$ cat config.mk
export PLATFORM = sky130hd
export DESIGN_NAME = alu_muldiv_seq_flat
export DESIGN_NICKNAME = d
export VERILOG_FILES = /design/src/rtl/alu_muldiv_seq_if.sv /design/src/rtl/alu_muldiv_seq.sv /design/src/flat_wrapper.sv
export SDC_FILE = /design/constraint.sdc
export NUM_CORES = 1
export LEC_CHECK = 0
export BUFFER_PORTS_ARGS = -buffer_cell sky130_fd_sc_hd__clkbuf_2
export CORE_ASPECT_RATIO = 1.2
export CORE_MARGIN = 2
export CORE_UTILIZATION = 50
export CTS_BUF_LIST = sky130_fd_sc_hd__clkbuf_8 sky130_fd_sc_hd__clkbuf_16
export DETAILED_ROUTE_END_ITERATION = 6
export PLACE_DENSITY = 0.71
export REMOVE_ABC_BUFFERS = 1
export SETUP_SLACK_MARGIN = 0.5
export SLEW_MARGIN = 20
export SYNTH_ARGS = -nofsm -noshare
export SYNTH_HDL_FRONTEND = slang
export SYNTH_SLANG_ARGS = --single-unit
$ cat constraint.sdc
create_clock -name clk -period 13.2 [get_ports clk]
set_clock_uncertainty 0.1 [all_clocks]
set_input_delay 3.3 -clock clk [delete_from_list [all_inputs] [get_ports clk]]
set_output_delay 3.3 -clock clk [all_outputs]
set_load 0.005 [all_outputs]
$ cat src/rtl/alu_muldiv_seq_if.sv
`default_nettype none
// ----------------------------------------------------------------------------
// alu_muldiv_seq_if : request/result handshake and shared-ALU port bundle
// Rev 1.0
// ----------------------------------------------------------------------------
interface alu_muldiv_seq_if #(
   parameter int XLEN = 32
);
   logic            start;
   logic [1:0]      op;
   logic            sign;
   logic [XLEN-1:0] src_a;
   logic [XLEN-1:0] src_b;
   logic            flush;
   logic            busy;
   logic            done;
   logic [XLEN-1:0] result;
   logic [XLEN-1:0] alu_a;
   logic [XLEN-1:0] alu_b;
   logic [3:0]      alu_sel;
   logic [XLEN-1:0] alu_res;

   modport master (
      output start, op, sign, src_a, src_b, flush, alu_res,
      input  busy, done, result, alu_a, alu_b, alu_sel
   );

   modport slave (
      input  start, op, sign, src_a, src_b, flush, alu_res,
      output busy, done, result, alu_a, alu_b, alu_sel
   );
endinterface
`default_nettype wire

$ cat src/rtl/alu_muldiv_seq.sv
`default_nettype none
// ----------------------------------------------------------------------------
// alu_muldiv_seq : RV32M mul/div sequencer, one shared-ALU ADD/SUB per cycle.
// Define MULDIV_SIGNED_EN for signed MULH/DIV/REM.            Rev 1.0
// ----------------------------------------------------------------------------
module alu_muldiv_seq #(
   parameter int XLEN  = 32,
   parameter int CNT_W = 5
) (
   input  logic            clk,
   input  logic            rst,
   alu_muldiv_seq_if.slave bus
);

   localparam logic [3:0] ALU_ADD  = 4'b0011;
   localparam logic [3:0] ALU_SUB  = 4'b0100;
`ifdef MULDIV_SIGNED_EN
   localparam logic [3:0] ALU_PASS = 4'b0110;

   typedef enum logic [2:0] {
      IDLE     = 3'd0,
      RUN      = 3'd1,
      DONE     = 3'd2,
      SIGN_IN  = 3'd3,
      SIGN_OUT = 3'd4
   } state_t;
`else
   typedef enum logic [1:0] {
      IDLE = 2'd0,
      RUN  = 2'd1,
      DONE = 2'd2
   } state_t;
`endif

   state_t            state, state_nx;
   // acc holds hi (multiply) or rem (divide); low holds lo or quo; opd holds mcand or divisor
   logic [XLEN-1:0]   acc, acc_nx;
   logic [XLEN-1:0]   low, low_nx;
   logic [XLEN-1:0]   opd, opd_nx;
   logic [XLEN-1:0]   result_q, result_nx;
   logic [CNT_W-1:0]  cnt, cnt_nx;
   logic [1:0]        op_q, op_nx;
   logic [XLEN-1:0]   alu_a, alu_b, shifted;
   logic [3:0]        alu_sel;
   logic              carry, take;
`ifdef MULDIV_SIGNED_EN
   logic              sgn, sgn_nx, sa, sa_nx, sb, sb_nx, phase, phase_nx;
   logic [XLEN-1:0]   operand;
   logic              neg;
`else
   logic              unused_sign;
   assign unused_sign = bus.sign;
`endif

   always_comb begin
      state_nx  = state;
      acc_nx    = acc;
      low_nx    = low;
      opd_nx    = opd;
      cnt_nx    = cnt;
      op_nx     = op_q;
      result_nx = result_q;
      alu_a     = '0;
      alu_b     = '0;
      alu_sel   = ALU_ADD;
      shifted   = {acc[XLEN-2:0], low[XLEN-1]};
      carry     = 1'b0;
      take      = 1'b0;
`ifdef MULDIV_SIGNED_EN
      sgn_nx    = sgn;
      sa_nx     = sa;
      sb_nx     = sb;
      phase_nx  = phase;
      operand   = '0;
      neg       = 1'b0;
`endif
      case (state)
         IDLE: begin
            if (bus.start && !bus.flush) begin
               // op[1] selects divide; op[0] selects the upper/remainder word
               op_nx  = bus.op;
               acc_nx = '0;
               cnt_nx = '0;
               low_nx = bus.op[1] ? bus.src_a : bus.src_b;
               opd_nx = bus.op[1] ? bus.src_b : bus.src_a;
               if (bus.op[1] && bus.src_b == '0) begin
                  acc_nx   = bus.src_a;
                  low_nx   = '1;
                  state_nx = DONE;
               end else begin
`ifdef MULDIV_SIGNED_EN
                  sgn_nx   = bus.sign && (bus.op != 2'b00);
                  sa_nx    = bus.src_a[XLEN-1];
                  sb_nx    = bus.src_b[XLEN-1];
                  phase_nx = 1'b0;
                  state_nx = sgn_nx ? SIGN_IN : RUN;
`else
                  state_nx = RUN;
`endif
               end
            end
         end
         RUN: begin
            if (!op_q[1]) begin
               alu_a  = acc;
               alu_b  = low[0] ? opd : '0;
               carry  = bus.alu_res < acc;
               acc_nx = {carry, bus.alu_res[XLEN-1:1]};
               low_nx = {bus.alu_res[0], low[XLEN-1:1]};
            end else begin
               alu_sel = ALU_SUB;
               alu_a   = shifted;
               alu_b   = opd;
               take    = acc[XLEN-1] || (shifted >= opd);
               acc_nx  = take ? bus.alu_res : shifted;
               low_nx  = {low[XLEN-2:0], take};
            end
            cnt_nx = cnt + 1'b1;
            if (cnt == '1) begin
`ifdef MULDIV_SIGNED_EN
               phase_nx = 1'b0;
               state_nx = sgn ? SIGN_OUT : DONE;
`else
               state_nx = DONE;
`endif
            end
            if (bus.flush) state_nx = IDLE;
         end
`ifdef MULDIV_SIGNED_EN
         SIGN_IN: begin
            operand = phase ? opd : low;
            if (operand[XLEN-1]) begin
               alu_sel = ALU_SUB;
               alu_b   = operand;
            end else begin
               alu_sel = ALU_PASS;
               alu_b   = operand;
            end
            if (phase) opd_nx = bus.alu_res;
            else       low_nx = bus.alu_res;
            phase_nx = ~phase;
            if (phase) state_nx = RUN;
            if (bus.flush) state_nx = IDLE;
         end
         SIGN_OUT: begin
            // Phase 0 fixes lo/quo, phase 1 fixes hi (64-bit carry-in from lo==0) or rem
            if (!phase) begin
               neg     = sa ^ sb;
               alu_sel = neg ? ALU_SUB : ALU_PASS;
               alu_b   = low;
               low_nx  = bus.alu_res;
            end else if (!op_q[1]) begin
               neg     = sa ^ sb;
               alu_sel = neg ? ALU_ADD : ALU_PASS;
               alu_a   = neg ? ~acc : '0;
               alu_b   = neg ? {{(XLEN-1){1'b0}}, low == '0} : acc;
               acc_nx  = bus.alu_res;
            end else begin
               neg     = sa;
               alu_sel = neg ? ALU_SUB : ALU_PASS;
               alu_b   = acc;
               acc_nx  = bus.alu_res;
            end
            phase_nx = ~phase;
            if (phase) state_nx = DONE;
            if (bus.flush) state_nx = IDLE;
         end
`endif
         DONE:    state_nx = IDLE;
         default: state_nx = IDLE;
      endcase
      if (state_nx == DONE && state != DONE) begin
         result_nx = op_nx[0] ? acc_nx : low_nx;
      end
   end

   always_ff @(posedge clk or posedge rst) begin
      if (rst) begin
         state    <= IDLE;
         acc      <= '0;
         low      <= '0;
         opd      <= '0;
         result_q <= '0;
         cnt      <= '0;
         op_q     <= '0;
`ifdef MULDIV_SIGNED_EN
         sgn      <= 1'b0;
         sa       <= 1'b0;
         sb       <= 1'b0;
         phase    <= 1'b0;
`endif
      end else begin
         state    <= state_nx;
         acc      <= acc_nx;
         low      <= low_nx;
         opd      <= opd_nx;
         result_q <= result_nx;
         cnt      <= cnt_nx;
         op_q     <= op_nx;
`ifdef MULDIV_SIGNED_EN
         sgn      <= sgn_nx;
         sa       <= sa_nx;
         sb       <= sb_nx;
         phase    <= phase_nx;
`endif
      end
   end

   assign bus.busy    = (state != IDLE) && (state != DONE);
   assign bus.done    = (state == DONE);
   assign bus.result  = result_q;
   assign bus.alu_a   = alu_a;
   assign bus.alu_b   = alu_b;
   assign bus.alu_sel = alu_sel;

endmodule
`default_nettype wire
$ cat src/flat_wrapper.sv
// flat-port wrapper written by rule: the top's interface ports become plain ports
module alu_muldiv_seq_flat 
#(
   parameter int XLEN  = 32,
   parameter int CNT_W = 5
)
  (clk, rst, bus_start, bus_op, bus_sign, bus_src_a, bus_src_b, bus_flush, bus_alu_res, bus_busy, bus_done, bus_result, bus_alu_a, bus_alu_b, bus_alu_sel);
  alu_muldiv_seq_if #(.XLEN(XLEN)) bus_i ();
  input  logic clk;
  input  logic rst;
  input wire logic [$bits(bus_i.start)-1:0] bus_start;
  input wire logic [$bits(bus_i.op)-1:0] bus_op;
  input wire logic [$bits(bus_i.sign)-1:0] bus_sign;
  input wire logic [$bits(bus_i.src_a)-1:0] bus_src_a;
  input wire logic [$bits(bus_i.src_b)-1:0] bus_src_b;
  input wire logic [$bits(bus_i.flush)-1:0] bus_flush;
  input wire logic [$bits(bus_i.alu_res)-1:0] bus_alu_res;
  output wire logic [$bits(bus_i.busy)-1:0] bus_busy;
  output wire logic [$bits(bus_i.done)-1:0] bus_done;
  output wire logic [$bits(bus_i.result)-1:0] bus_result;
  output wire logic [$bits(bus_i.alu_a)-1:0] bus_alu_a;
  output wire logic [$bits(bus_i.alu_b)-1:0] bus_alu_b;
  output wire logic [$bits(bus_i.alu_sel)-1:0] bus_alu_sel;
  assign bus_i.start = bus_start;
  assign bus_i.op = bus_op;
  assign bus_i.sign = bus_sign;
  assign bus_i.src_a = bus_src_a;
  assign bus_i.src_b = bus_src_b;
  assign bus_i.flush = bus_flush;
  assign bus_i.alu_res = bus_alu_res;
  assign bus_busy = bus_i.busy;
  assign bus_done = bus_i.done;
  assign bus_result = bus_i.result;
  assign bus_alu_a = bus_i.alu_a;
  assign bus_alu_b = bus_i.alu_b;
  assign bus_alu_sel = bus_i.alu_sel;
  alu_muldiv_seq #(.XLEN(XLEN), .CNT_W(CNT_W)) u_core (.clk(clk), .rst(rst), .bus(bus_i));
endmodule
==> results.txt, run 1 <==
----------------------------------------------------
[Status]
  Status ... finished clean

[Final layout]
  Layout area overhead ... 17.9%
  Most used cells in the layout excluding fill and tap cells ... 201 x clkbuf_2, 136 x dfrtp_1, 115 x mux2i_1
  Diode insertion count for antenna repair ... 0
  Count of nets after finishing ... 1,479
  Most common cell after layout, fill and taps aside ... clkbuf_2
  Utilization after layout ... ~60%
  Fraction of final layout cells sized beyond drive strength 1 ... around a quarter

[Floorplanning]
  Row Count ... between 50 and 60
  Count of boundary I/O pins ... approximately 200
  Die ar. ... 21,300 µm²
  Placeable Area ... 19,600 µm²
  Starting utilization of the core area ... a little over 50%
  Die width ... 133 µm
  Die Ht ... between 150 and 200 µm

[Placement]
  Buffers on Ports ... approximately 200
  Weighted congestion at the end of routability-driven global placement ... approximately 0.89
  Post-DP HPWL ... 23,700 µm

[Clock tree]
  H-tree lvl count ... 4
  TritonCTS clock tree ... yes
  Worst-Skew Late Latency ... between 0.4 and 0.5 ns
  CTS root buf ... clkbuf_16
  Post-cts repair resize count ... 0
  Hold-fix buffers at CTS ... 0
  Clk buf depth ... 2
  # Post-CTS Setup Buffers ... 0
  Clock-pin transition on the worst setup and hold timing paths ... around 0.06 ns
  Total number of clock tree sinks ... around 140
  Number of buffers created by CTS ... 17

[Route]
  Vias per inst ... 6.46
  Final routed wirelength across all metal layers ... approximately 36,000 µm
  Total via count after detailed routing ... 10,200
  Remaining antenna violation count ... 0
  Number of iterations in the first detailed-routing pass ... 6
  Routed len/inst ... around 22 µm
  DRT iter0 DRCs ... roughly 1,100
  # DRC ... 0

[Pwr]
  Leakage power ... between 5 and 6 nW
  Power per unit of standard cell area ... about 160 nW/µm²
  Sum of internal, switching and leakage power ... 0.00195 W
  Peak ir drop on the vdd network ... roughly 110 µV

[Synth]
  Share of synthesized registers carrying an async set or reset ... 100%
  Number of distinct standard cells referenced by the synthesized netlist ... 59
  Synthesized area ... about 10,000 µm²
  Largest area contributor in the netlist ... dfrtp_1
  Most frequently used flop master after synthesis ... dfrtp_1
  Number of storage elements in the synthesis netlist ... approximately 140
  Dominant cells by area after synthesis ... dfrtp_1 34%, mux2i_1 11%, ha_1 8.1%, o21ai_0 5.3%, nand2_1 3.8%
  Share of the synthesized area in the top cell type ... roughly a third
  Instance count of the mapped netlist ... approximately 1,200
  Synthesis Warnings ... 0
  Synthesized area per cell ... between 8 and 9 µm²
  Number of flops mapped to enable cells by yosys ... 0
  Sequential area share after synthesis ... approximately 34%

[STA]
  Transition time of the tightest slew-check pin ... 1.14 ns
  Share of the clock period used by the worst path after layout ... 52.0%
  Min Hold Slack ... approximately 0.38 ns
  Summed negative setup slack over all endpoints ... 0 ns
  Post-route minimum period ... about 6.9 ns
  Peak clock frequency supported by timing ... between 100 and 150 MHz
  Slew headroom ... a little under a quarter
  Hold violation count in the final report ... 0
  Number of max-slew violations in the final report ... 0
  Unrepaired setup endpoints after global routing ... false
  Number of failing setup endpoints in the final timing report ... 0

[Global route]
  Largest net degree at the start of global routing ... between 80 and 90
  Vias in the first global route ... approximately 10,000
  Total routing resource utilization after global routing ... around a third
  Antenna violations before repair ... 0
  Global-route wire length before repair ... between 50,000 and 60,000 µm
  Total congestion overflow after global routing ... 0

[Critical path]
  Register-to-register path setup slack ... 9.45 ns
  Beginning of the worst register-to-register path ... u_core.state[0]$_DFF_PP0_
  CP endpoint kind ... register
  Kind of start point of the critical path ... primary input
  Arrival @ worst endpoint ... around 7.1 ns
  R2R depth ... 9
  Endpoint of the lowest-slack register-to-register path ... u_core.bus.result[31]$_DFFE_PP0P_
  Required time at the endpoint of the critical path ... between 10 and 15 ns
  Peak fanout along the critical path ... 46
  CP Class ... in2reg

[Min path]
  End of the worst hold path ... u_core.opd[19]$_DFFE_PP0P_
  Worst hold-check path type ... reg2reg
  Beginning of the worst hold path ... u_core.opd[19]$_DFFE_PP0P_
  Worst hold stages ... 2

[Job]
  Number of max-capacitance violations reported ... 0

----------------------------------------------------
-- layer usage --
metal | up-vias | global-route usage, % | share of wire (%)
met2 | 618 | 53.8 | 47
met5 | - | 0 | 0
li1 | 4615 | - | -
met4 | 0 | 18.1 | 5.1
met3 | 126 | 4.90 | 8.3
met1 | 4878 | 42.9 | 39
-- critical path, stage by stage --
cell and delay [ns]:
clkbuf_2 0.11, nor4_1 0.72, nand4_1 0.38, or3_1 0.51, o21ai_4 0.15, buf_4 0.54, and2_1 0.63, buf_4 0.33
nor4b_1 0.28, a21oi_1 0.11
-- flip-flops by register name (all words and copies together) (netlist names) --
signal	cells
u_core.bus.result	32
u_core.opd	32
u_core.state	2
u_core.low	32
u_core.acc	32
u_core.cnt	5
u_core.op_q	2
-- cells by family after synthesis --
| group | after synthesis | synth area share (%) |
|---|---|---|
| AO/OA/AOI/OAI | 360 | 23.7 |
| XOR/XNOR | 1 | 0.0872 |
| adder cells (fa/ha/maj) | 65 | 8.09 |
| buffers and inverters | 163 | 6.76 |
| flip-flops | 137 | 34.1 |
| multiplexers | 128 | 12.9 |
| other | 1 | 0.0373 |
| AND/OR/NAND/NOR | 311 | 14.3 |
-- per-stage QoR --
stage,instances,worst slack [ns],area [µm²]
after floorplan,1068,5.28,9610
final,1585,6.34,11800
after CTS,1585,6.50,11800
after global placement,1553,6.07,11200
after global routing,1585,6.49,11800
after detailed placement,1553,6.07,11200
-- Yosys cell counts, drive strengths merged (31+ instances only) --
cell,count
o21ai,108
nand3,47
buf,38
clkbuf,60
inv,65
a31oi,46
mux2i,115
nand2,103
nor3,36
o22ai,43
ha,65
a21oi,31
nor2,70
dfrtp,137
-- worst max-delay path by stage --
stage | start | end | cells past startpoint
floorplan | u_core.op_q[1]$_DFFE_PP0P_ | bus_alu_b[0] | 2
global placement | bus_src_b[6] | u_core.bus.result[31]$_DFFE_PP0P_ | 10
detailed placement | bus_src_b[6] | u_core.bus.result[31]$_DFFE_PP0P_ | 10
CTS | bus_src_b[6] | u_core.bus.result[31]$_DFFE_PP0P_ | 10
global route | bus_src_b[6] | u_core.bus.result[31]$_DFFE_PP0P_ | 10
finish | bus_src_b[6] | u_core.bus.result[31]$_DFFE_PP0P_ | 10
-- power by group --
part	leakage, nW	internal, W	switching, W
Sequential	1.68	0.000519	0.000119
Clock	0.316	0.000344	0.000195
Combinational	3.57	0.000316	0.000459
-- final cells by class --
type,count,area [µm²]
Sequential cell,137,3430
Clock inverter,13,200
Timing Repair Buffer,224,1180
Tap cell,261,327
Fill cell,1776,7770
Inverter,65,249
Clock buffer,19,453
Multi-Input combinational cell,866,6010
Power figures use the tool's default switching activity.
==> run 2: changes to the inputs <==
--- a/config.mk
+++ b/config.mk
@@ -11,7 +11,7 @@
 export CORE_UTILIZATION = 50
 export CTS_BUF_LIST = sky130_fd_sc_hd__clkbuf_8 sky130_fd_sc_hd__clkbuf_16
 export DETAILED_ROUTE_END_ITERATION = 6
-export PLACE_DENSITY = 0.71
+export PLACE_DENSITY = 0.74
 export REMOVE_ABC_BUFFERS = 1
 export SETUP_SLACK_MARGIN = 0.5
 export SLEW_MARGIN = 20
==> constraint.sdc (replaced) <==
create_clock -name clk -period 5.9 [get_ports clk]
set_clock_uncertainty 0.1 [all_clocks]
set_input_delay 1.475 -clock clk [delete_from_list [all_inputs] [get_ports clk]]
set_output_delay 1.475 -clock clk [all_outputs]
set_load 0.005 [all_outputs]
==> run 2 against run 1 <==
Effect of this change:
- global-route usage about the same
- cell area is 0.35% higher
- sequential cell count unchanged
- wire length is 1.2% higher
- setup slack worse by 4.8 ns
- critical path type unchanged
==> results.txt, run 2 (same netlist as run 1, synthesis figures left out) <==
----------------------------------------------------
[Global route]
  Total congestion overflow after global routing ... 0 (unchanged)
  Largest net degree at the start of global routing ... 88 (unchanged)
  Layer carrying the most global-route usage ... met2
  Met2 track utilization from global routing ... 54.0% (+0.26 points)
  Vias in the first global route ... 10,100 (+1.3%)
  Total routing resource utilization after global routing ... 33.3% (about the same)
  GR met1 Demand/Resource ... 41.8% (-1.1 points)
  Global-route wire length before repair ... 55,600 µm (+1.1%)
  Routing usage on met3 ... 6.81% (+1.9 points)
  Antenna violations before repair ... 0 (unchanged)

[Clock tree]
  Total number of clock tree sinks ... 137 (unchanged)
  Clk buf depth ... 2 (unchanged)
  Worst-Skew Late Latency ... 0.43 ns (about the same)
  Number of buffers created by CTS ... 17 (unchanged)
  CTS root buf ... clkbuf_16
  Hold-fix buffers at CTS ... 0 (unchanged)
  Post-cts repair resize count ... 0 (unchanged)
  Clock-pin transition on the worst setup and hold timing paths ... 0.06 ns (about the same)
  H-tree lvl count ... 4 (unchanged)
  # Post-CTS Setup Buffers ... 0 (unchanged)
  TritonCTS clock tree ... yes

[Final layout]
  Diode insertion count for antenna repair ... 0 (unchanged)
  Finished Layout Cells ... 1,591 (+0.38%)
  Count of nets after finishing ... 1,485 (+0.41%)
  Most common cell after layout, fill and taps aside ... clkbuf_2
  Layout area overhead ... 18.3%
  Most used cells in the layout excluding fill and tap cells ... 201 x clkbuf_2, 136 x dfrtp_1, 115 x mux2i_1
  Fraction of final layout cells sized beyond drive strength 1 ... 24.1% (+0.27 points)

[Critical path]
  Arrival @ worst endpoint ... 4.51 ns (-2.56 ns)
  Required time at the endpoint of the critical path ... 6.09 ns (-7.32 ns)
  CP Class ... in2reg
  Peak fanout along the critical path ... 12 (-74%)
  Kind of start point of the critical path ... primary input
  CP endpoint kind ... register

[Placement]
  Buffers on Ports ... 202 (unchanged)
  Number of cells after detailed placement ... 1,559 (+0.39%)
  Post-DP HPWL ... 24,400 µm (+2.9%)
  Pre-CTS setup slack ... 1.26 ns (-4.80 ns)
  Weighted congestion at the end of routability-driven global placement ... 0.937 (+5.2%)

[STA]
  Transition time of the tightest slew-check pin ... 1.23 ns (+0.0868 ns)
  Summed negative setup slack over all endpoints ... 0 ns (unchanged)
  Share of the clock period used by the worst path after layout ... between 70% and 80%
  Setup slack of the critical path after layout ... 1.58 ns (-4.76 ns)
  Min Hold Slack ... 0.380 ns (+0.00154 ns)
  Number of max-slew violations in the final report ... 0 (unchanged)
  Number of failing setup endpoints in the final timing report ... 0 (unchanged)
  Peak clock frequency supported by timing ... 232 MHz
  Post-route minimum period ... between 4 and 5 ns
  Hold violation count in the final report ... 0 (unchanged)
  Unrepaired setup endpoints after global routing ... false
  Slew headroom ... 17.6% (-5.8 points)

[Pwr]
  Sum of internal, switching and leakage power ... 0.00439 W (+130%)
  Peak ir drop on the vdd network ... 199 µV (+84%)
  P_int ... 0.00263 W (+120%)
  Power share of the sequential group ... 32.7% (about the same)
  Fraction of power consumed by combinational cells ... 39.9% (about the same)
  Power per unit of standard cell area ... 369 nW/µm² (+120%)
  P_sw ... 0.00176 W (+130%)
  Switching part of the total power ... 40.1% (+0.48 points)
  Clock power frac ... 27.4% (-0.2 points)
  Leakage power ... 5.59 nW (+0.42%)

[Route]
  # DRC ... 0 (unchanged)
  Number of iterations in the first detailed-routing pass ... 6 (unchanged)
  Vias per inst ... 6.60 (+2.1%)
  Final routed wirelength across all metal layers ... 36,000 µm (+1.2%)
  DRT iter0 DRCs ... 1,081 (-1.0%)
  Routed len/inst ... 22.6 µm (+0.79%)
  Total via count after detailed routing ... 10,500 (+2.5%)
  Remaining antenna violation count ... 0 (unchanged)

[Floorplanning]
  Count of boundary I/O pins ... 205 (unchanged)
  Die Ht ... 159 µm (unchanged)
  Row Count ... 56 (unchanged)
  Die ar. ... 21,300 µm² (unchanged)
  Placeable Area ... 19,600 µm² (unchanged)
  Starting utilization of the core area ... 51.2% (unchanged)
  Die width ... 133 µm (unchanged)

[Job]
  Number of max-capacitance violations reported ... 0 (unchanged)

[Status]
  Status ... finished clean

[Min path]
  Worst hold-check path type ... reg2reg

----------------------------------------------------
[run 2: cell types whose count changed in the layout (fill, tap and decap cells not counted), moves of 2 or more]
cell	before	now
buf_4	23	29
clkbuf_8	2	5
clkinv_2	3	1
nor2_2	3	1
[run 2: worst max-delay path: stages]
cell      delay (ns)
clkbuf_2        0.11
nor4_1          0.71
nand4_1         0.37
or3_1           0.51
o21ai_4         0.38
nand2b_1        0.39
buf_4           0.34
o22ai_1         0.15
a31oi_1         0.06
[run 2: layout make-up]
type / count / area [µm²]
Fill cell: 1736 / 7730
Clock buffer: 22 / 494
Tap cell: 261 / 327
Multi-Input combinational cell: 866 / 6000
Sequential cell: 137 / 3430
Clock inverter: 10 / 164
Inverter: 65 / 249
Timing Repair Buffer: 230 / 1220
[run 2: layer usage]
| layer | vias to the layer above | part of all wire, % |
|---|---|---|
| met4 | 0 | 4.9 |
| li1 | 4638 | - |
| met2 | 719 | 47 |
| met5 | - | 0 |
| met1 | 4999 | 39 |
| met3 | 138 | 9.4 |
[run 2: stage by stage]
| step | util, % | area [µm²] |
|---|---|---|
| after floorplan | - | 9610 |
| after global placement | 57.2 | 11200 |
| after detailed placement | 57.2 | 11200 |
| after CTS | 60.6 | 11900 |
| after global routing | 60.6 | 11900 |
| final | 60.6 | 11900 |
[run 2: worst paths after layout]
check	cells past startpoint	from	to	slack, ns
min	2	u_core.opd[1]$_DFFE_PP0P_	u_core.opd[1]$_DFFE_PP0P_	0.38
max reg2reg	9	u_core.acc[14]$_DFF_PP0_	u_core.bus.result[9]$_DFFE_PP0P_	2.10
min reg2reg	2	u_core.opd[1]$_DFFE_PP0P_	u_core.opd[1]$_DFFE_PP0P_	0.38
min in group asynchronous	2	rst	u_core.opd[4]$_DFFE_PP0P_	1.09
max in group asynchronous	3	rst	u_core.op_q[1]$_DFFE_PP0P_	3.59
max	9	bus_src_b[6]	u_core.bus.result[16]$_DFFE_PP0P_	1.58
[run 2: power groups by stage]
stage | clock network, W | logic (W) | registers [W]
2_1_floorplan | 0 | 0.00114 | 0.00137
3_3_place_gp | 0 | 0.00165 | 0.00142
3_5_place_dp | 0 | 0.00169 | 0.00143
4_1_cts | 0.00120 | 0.00172 | 0.00142
5_1_grt | 0.00125 | 0.00192 | 0.00145
6_report | 0.00120 | 0.00175 | 0.00143
==> run 3: changes to the inputs <==
--- a/config.mk
+++ b/config.mk
@@ -5,13 +5,14 @@
 export SDC_FILE = /design/constraint.sdc
 export NUM_CORES = 1
 export LEC_CHECK = 0
+export ABC_AREA = 1
 export BUFFER_PORTS_ARGS = -buffer_cell sky130_fd_sc_hd__clkbuf_2
 export CORE_ASPECT_RATIO = 1.2
 export CORE_MARGIN = 2
 export CORE_UTILIZATION = 50
 export CTS_BUF_LIST = sky130_fd_sc_hd__clkbuf_8 sky130_fd_sc_hd__clkbuf_16
 export DETAILED_ROUTE_END_ITERATION = 6
-export PLACE_DENSITY = 0.74
+export PLACE_DENSITY = 0.7
 export REMOVE_ABC_BUFFERS = 1
 export SETUP_SLACK_MARGIN = 0.5
 export SLEW_MARGIN = 20
==> constraint.sdc (replaced) <==
create_clock -name clk -period 4.05 [get_ports clk]
set_clock_uncertainty 0.1 [all_clocks]
set_input_delay 1.0125 -clock clk [delete_from_list [all_inputs] [get_ports clk]]
set_output_delay 1.0125 -clock clk [all_outputs]
set_load 0.005 [all_outputs]
==> run 3 against run 2 <==
Effect of this change:
- sequential share of layout area fell by 1.9 points
- sequential power rose by 34%
- total power rose by 42%
- clock power rose by 46%
- combinational power rose by 47%
- critical endpoint is now bus_alu_b[2]
- global-route usage fell by 1.8 points
- highest routed layer unchanged
- register-to-register slack got worse by 1.3 ns
- first-iteration DRC count rose by 12%
- non-clock buffer count rose by 2
- die area rose by 8.5%
==> results.txt, run 3 <==
----------------------------------------------------
[Synth]
  Synthesis Warnings ... 0 (unchanged)
  Instance count of the mapped netlist ... 1,639 (+41%)
  Dominant cells by area after synthesis ... dfrtp_1 31%, nand2_1 12%, o21ai_0 11%, a21oi_1 8.0%, ha_1 7.4%
  Share of the synthesized area in the top cell type ... 31.4% (-2.7 points)
  Largest area contributor in the netlist ... dfrtp_1
  Share of synthesized registers carrying an async set or reset ... 100% (unchanged)
  Number of flops mapped to enable cells by yosys ... 0 (unchanged)
  Synthesized area ... 10,900 µm² (+8.7%)
  Sequential area share after synthesis ... 31.4% (-2.7 points)
  Synthesized area per cell ... 6.67 µm² (-23%)
  Most frequent cells after synthesis ... 345 x nand2_1, 239 x o21ai_0, 174 x a21oi_1
  Number of storage elements in the synthesis netlist ... 137 (unchanged)
  Number of distinct standard cells referenced by the synthesized netlist ... 40 (-32%)
  Most frequently used flop master after synthesis ... dfrtp_1
  Most repeated cell in the gate-level netlist after synthesis ... nand2_1

[STA]
  Number of max-slew violations in the final report ... 0 (unchanged)
  Peak clock frequency supported by timing ... 292 MHz
  Post-route minimum period ... ~3.4 ns
  Slew headroom ... 36.1% (+19 points)
  Unrepaired setup endpoints after global routing ... false
  Transition time of the tightest slew-check pin ... 0.957 ns (-0.274 ns)
  Number of failing setup endpoints in the final timing report ... 0 (unchanged)
  Hold violation count in the final report ... 0 (unchanged)
  Summed negative setup slack over all endpoints ... 0 ns (unchanged)
  Min Hold Slack ... 0.380 ns (-0.0000460 ns)
  Share of the clock period used by the worst path after layout ... a little over four fifths
  Setup slack of the critical path after layout ... 0.624 ns (-0.959 ns)

[Critical path]
  Family of cells with the greatest summed delay on the critical path ... simple AND/OR/NAND/NOR gates
  CP Class ... reg2out
  Slowest stage cell on the critical path ... nor2_2
  Arrival @ worst endpoint ... 2.31 ns (-2.20 ns)
  Peak fanout along the critical path ... 17 (+5)
  Kind of start point of the critical path ... register
  Register-to-register path setup slack ... 0.80 ns (-1.30 ns)
  CP endpoint kind ... output port
  Buffers & Inverters on Critical Path ... 2 (unchanged)
  Required time at the endpoint of the critical path ... 2.94 ns (-3.15 ns)
  Ordered cell list for the critical path ... nor2_2 -> buf_4 -> nor3_1 -> clkbuf_2
  Longest individual stage delay on the worst path ... 0.75 ns (+0.04 ns)

[Final layout]
  Fraction of final layout cells sized beyond drive strength 1 ... 16.7% (-7.4 points)
  Diode insertion count for antenna repair ... 0 (unchanged)
  Most common cell after layout, fill and taps aside ... nand2_1
  Layout area overhead ... 16.4%
  Count of nets after finishing ... 1,945 (+31%)
  Most used cells in the layout excluding fill and tap cells ... 344 x nand2_1, 239 x o21ai_0, 201 x clkbuf_2
  Fill cell count ... 2,058 (+19%)

[Clock tree]
  Clock-pin transition on the worst setup and hold timing paths ... 0.06 ns (about the same)
  Post-cts repair resize count ... 0 (unchanged)
  H-tree lvl count ... 4 (unchanged)
  Total number of clock tree sinks ... 137 (unchanged)
  Number of buffers created by CTS ... 17 (unchanged)
  CTS root buf ... clkbuf_16
  TritonCTS clock tree ... yes
  Worst-Skew Late Latency ... 0.44 ns (about the same)
  Clk buf depth ... 2 (unchanged)
  Hold-fix buffers at CTS ... 0 (unchanged)
  # Post-CTS Setup Buffers ... 0 (unchanged)

[Route]
  Vias per inst ... 5.81 (-12%)
  Total via count after detailed routing ... 12,000 (+14%)
  DRT iter0 DRCs ... 1,209 (+12%)
  Remaining antenna violation count ... 0 (unchanged)
  Routed len/inst ... 17.7 µm (-22%)
  # DRC ... 0 (unchanged)
  Final routed wirelength across all metal layers ... 36,600 µm (+1.7%)
  Number of iterations in the first detailed-routing pass ... 7 (+1)

[Job]
  Number of max-capacitance violations reported ... 0 (unchanged)

[Floorplanning]
  Die Ht ... 166 µm (+4.2%)
  Placeable Area ... 21,600 µm² (+9.9%)
  Row Count ... 59 (+5.4%)
  Die ar. ... 23,100 µm² (+8.5%)
  Die width ... 139 µm (+4.1%)
  Starting utilization of the core area ... 50.7% (-0.53 points)
  Count of boundary I/O pins ... 205 (unchanged)

[Min path]
  Worst hold-check path type ... reg2reg

[Placement]
  Post-DP HPWL ... 24,900 µm (+2.1%)
  Pre-CTS setup slack ... 0.545 ns (-0.717 ns)
  Weighted congestion at the end of routability-driven global placement ... 0.883 (-5.7%)
  Buffers on Ports ... 202 (unchanged)

[Pwr]
  Leakage power ... 6.67 nW (+19%)
  Power per unit of standard cell area ... 490 nW/µm² (+33%)
  Peak ir drop on the vdd network ... 320 µV (+61%)
  Sum of internal, switching and leakage power ... 0.00623 W (+42%)

[Global route]
  Routing usage on met3 ... 5.19% (-1.6 points)
  Layer carrying the most global-route usage ... met2
  Largest net degree at the start of global routing ... 161 (+83%)
  Global-route wire length before repair ... 58,400 µm (+5.1%)
  Vias in the first global route ... 11,400 (+13%)
  Total routing resource utilization after global routing ... 31.4% (-1.8 points)
  GR met1 Demand/Resource ... 40.0% (-1.9 points)
  Met2 track utilization from global routing ... 53.1% (-0.91 points)
  Total congestion overflow after global routing ... 0 (unchanged)
  Antenna violations before repair ... 0 (unchanged)

[Status]
  Status ... finished clean

----------------------------------------------------
==> run 3: final cells by class <==
cell class	instances	area [µm²]	share of cell area (%)
repair buffers	232	1300	10.2
well taps	274	343	2.69
clock buffers	21	480	3.78
flip-flops and latches	137	3430	27.0
multi-input cells	1211	6320	49.7
inverters	178	673	5.29
clock inverters	11	168	1.32
==> run 3: final timing paths <==
| kind | from | to | depth (start not counted) |
|---|---|---|---|
| worst max-delay path | u_core.op_q[1]$_DFFE_PP0P_ | bus_alu_b[2] | 4 |
| min in group asynchronous | rst | u_core.acc[9]$_DFF_PP0_ | 2 |
| worst min-delay path | u_core.bus.result[14]$_DFFE_PP0P_ | u_core.bus.result[14]$_DFFE_PP0P_ | 2 |
| max in group asynchronous | rst | u_core.low[5]$_DFF_PP0_ | 3 |
| worst max register to register | u_core.state[1]$_DFF_PP0_ | u_core.bus.result[16]$_DFFE_PP0P_ | 11 |
| worst min register to register | u_core.bus.result[14]$_DFFE_PP0P_ | u_core.bus.result[14]$_DFFE_PP0P_ | 2 |
==> run 3: tightest hold or removal path, stage by stage, from the launching register on <==
cell	delay (ns)
dfrtp_1	0.34
nand2_1	0.05
nand2_1	0.05
==> run 3: report_power, final <==
group / switching (W) / internal (W)
clock network: 0.000650 / 0.00110
logic: 0.00171 / 0.000859
registers: 0.000239 / 0.00168
total: 0.00260 / 0.00363
==> run 3: cell families (layout without fill, tap and decap cells) <==
family / count (synthesis) / in the layout / share of synthesized area, %
other: 1 / 1 / 0.0343
AOI/OAI and AO/OA: 516 / 516 / 25.7
DFF: 137 / 137 / 31.4
adders and majority gates: 65 / 65 / 7.44
buffers and inverters: 291 / 442 / 10.9
xor gates and xnor gates: 1 / 1 / 0.0802
and+or+nand+nor: 628 / 628 / 24.4
==> run 3: stage by stage <==
| stage | utilization (%) | cell area (µm²) | cells |
|---|---|---|---|
| after floorplan | - | 10400 | 1526 |
| after global placement | 56.0 | 12100 | 2032 |
| after detailed placement | 56.0 | 12100 | 2032 |
| after CTS | 59.0 | 12700 | 2064 |
| after global routing | 59.0 | 12700 | 2064 |
| final | 59.0 | 12700 | 2064 |
==> run 3: routing by layer <==
layer / vias up / routed length [µm]
met3: 88 / 2910
met2: 597 / 17700
met1: 5553 / 14800
met5: - / 0
li1: 5746 / -
met4: 0 / 1240
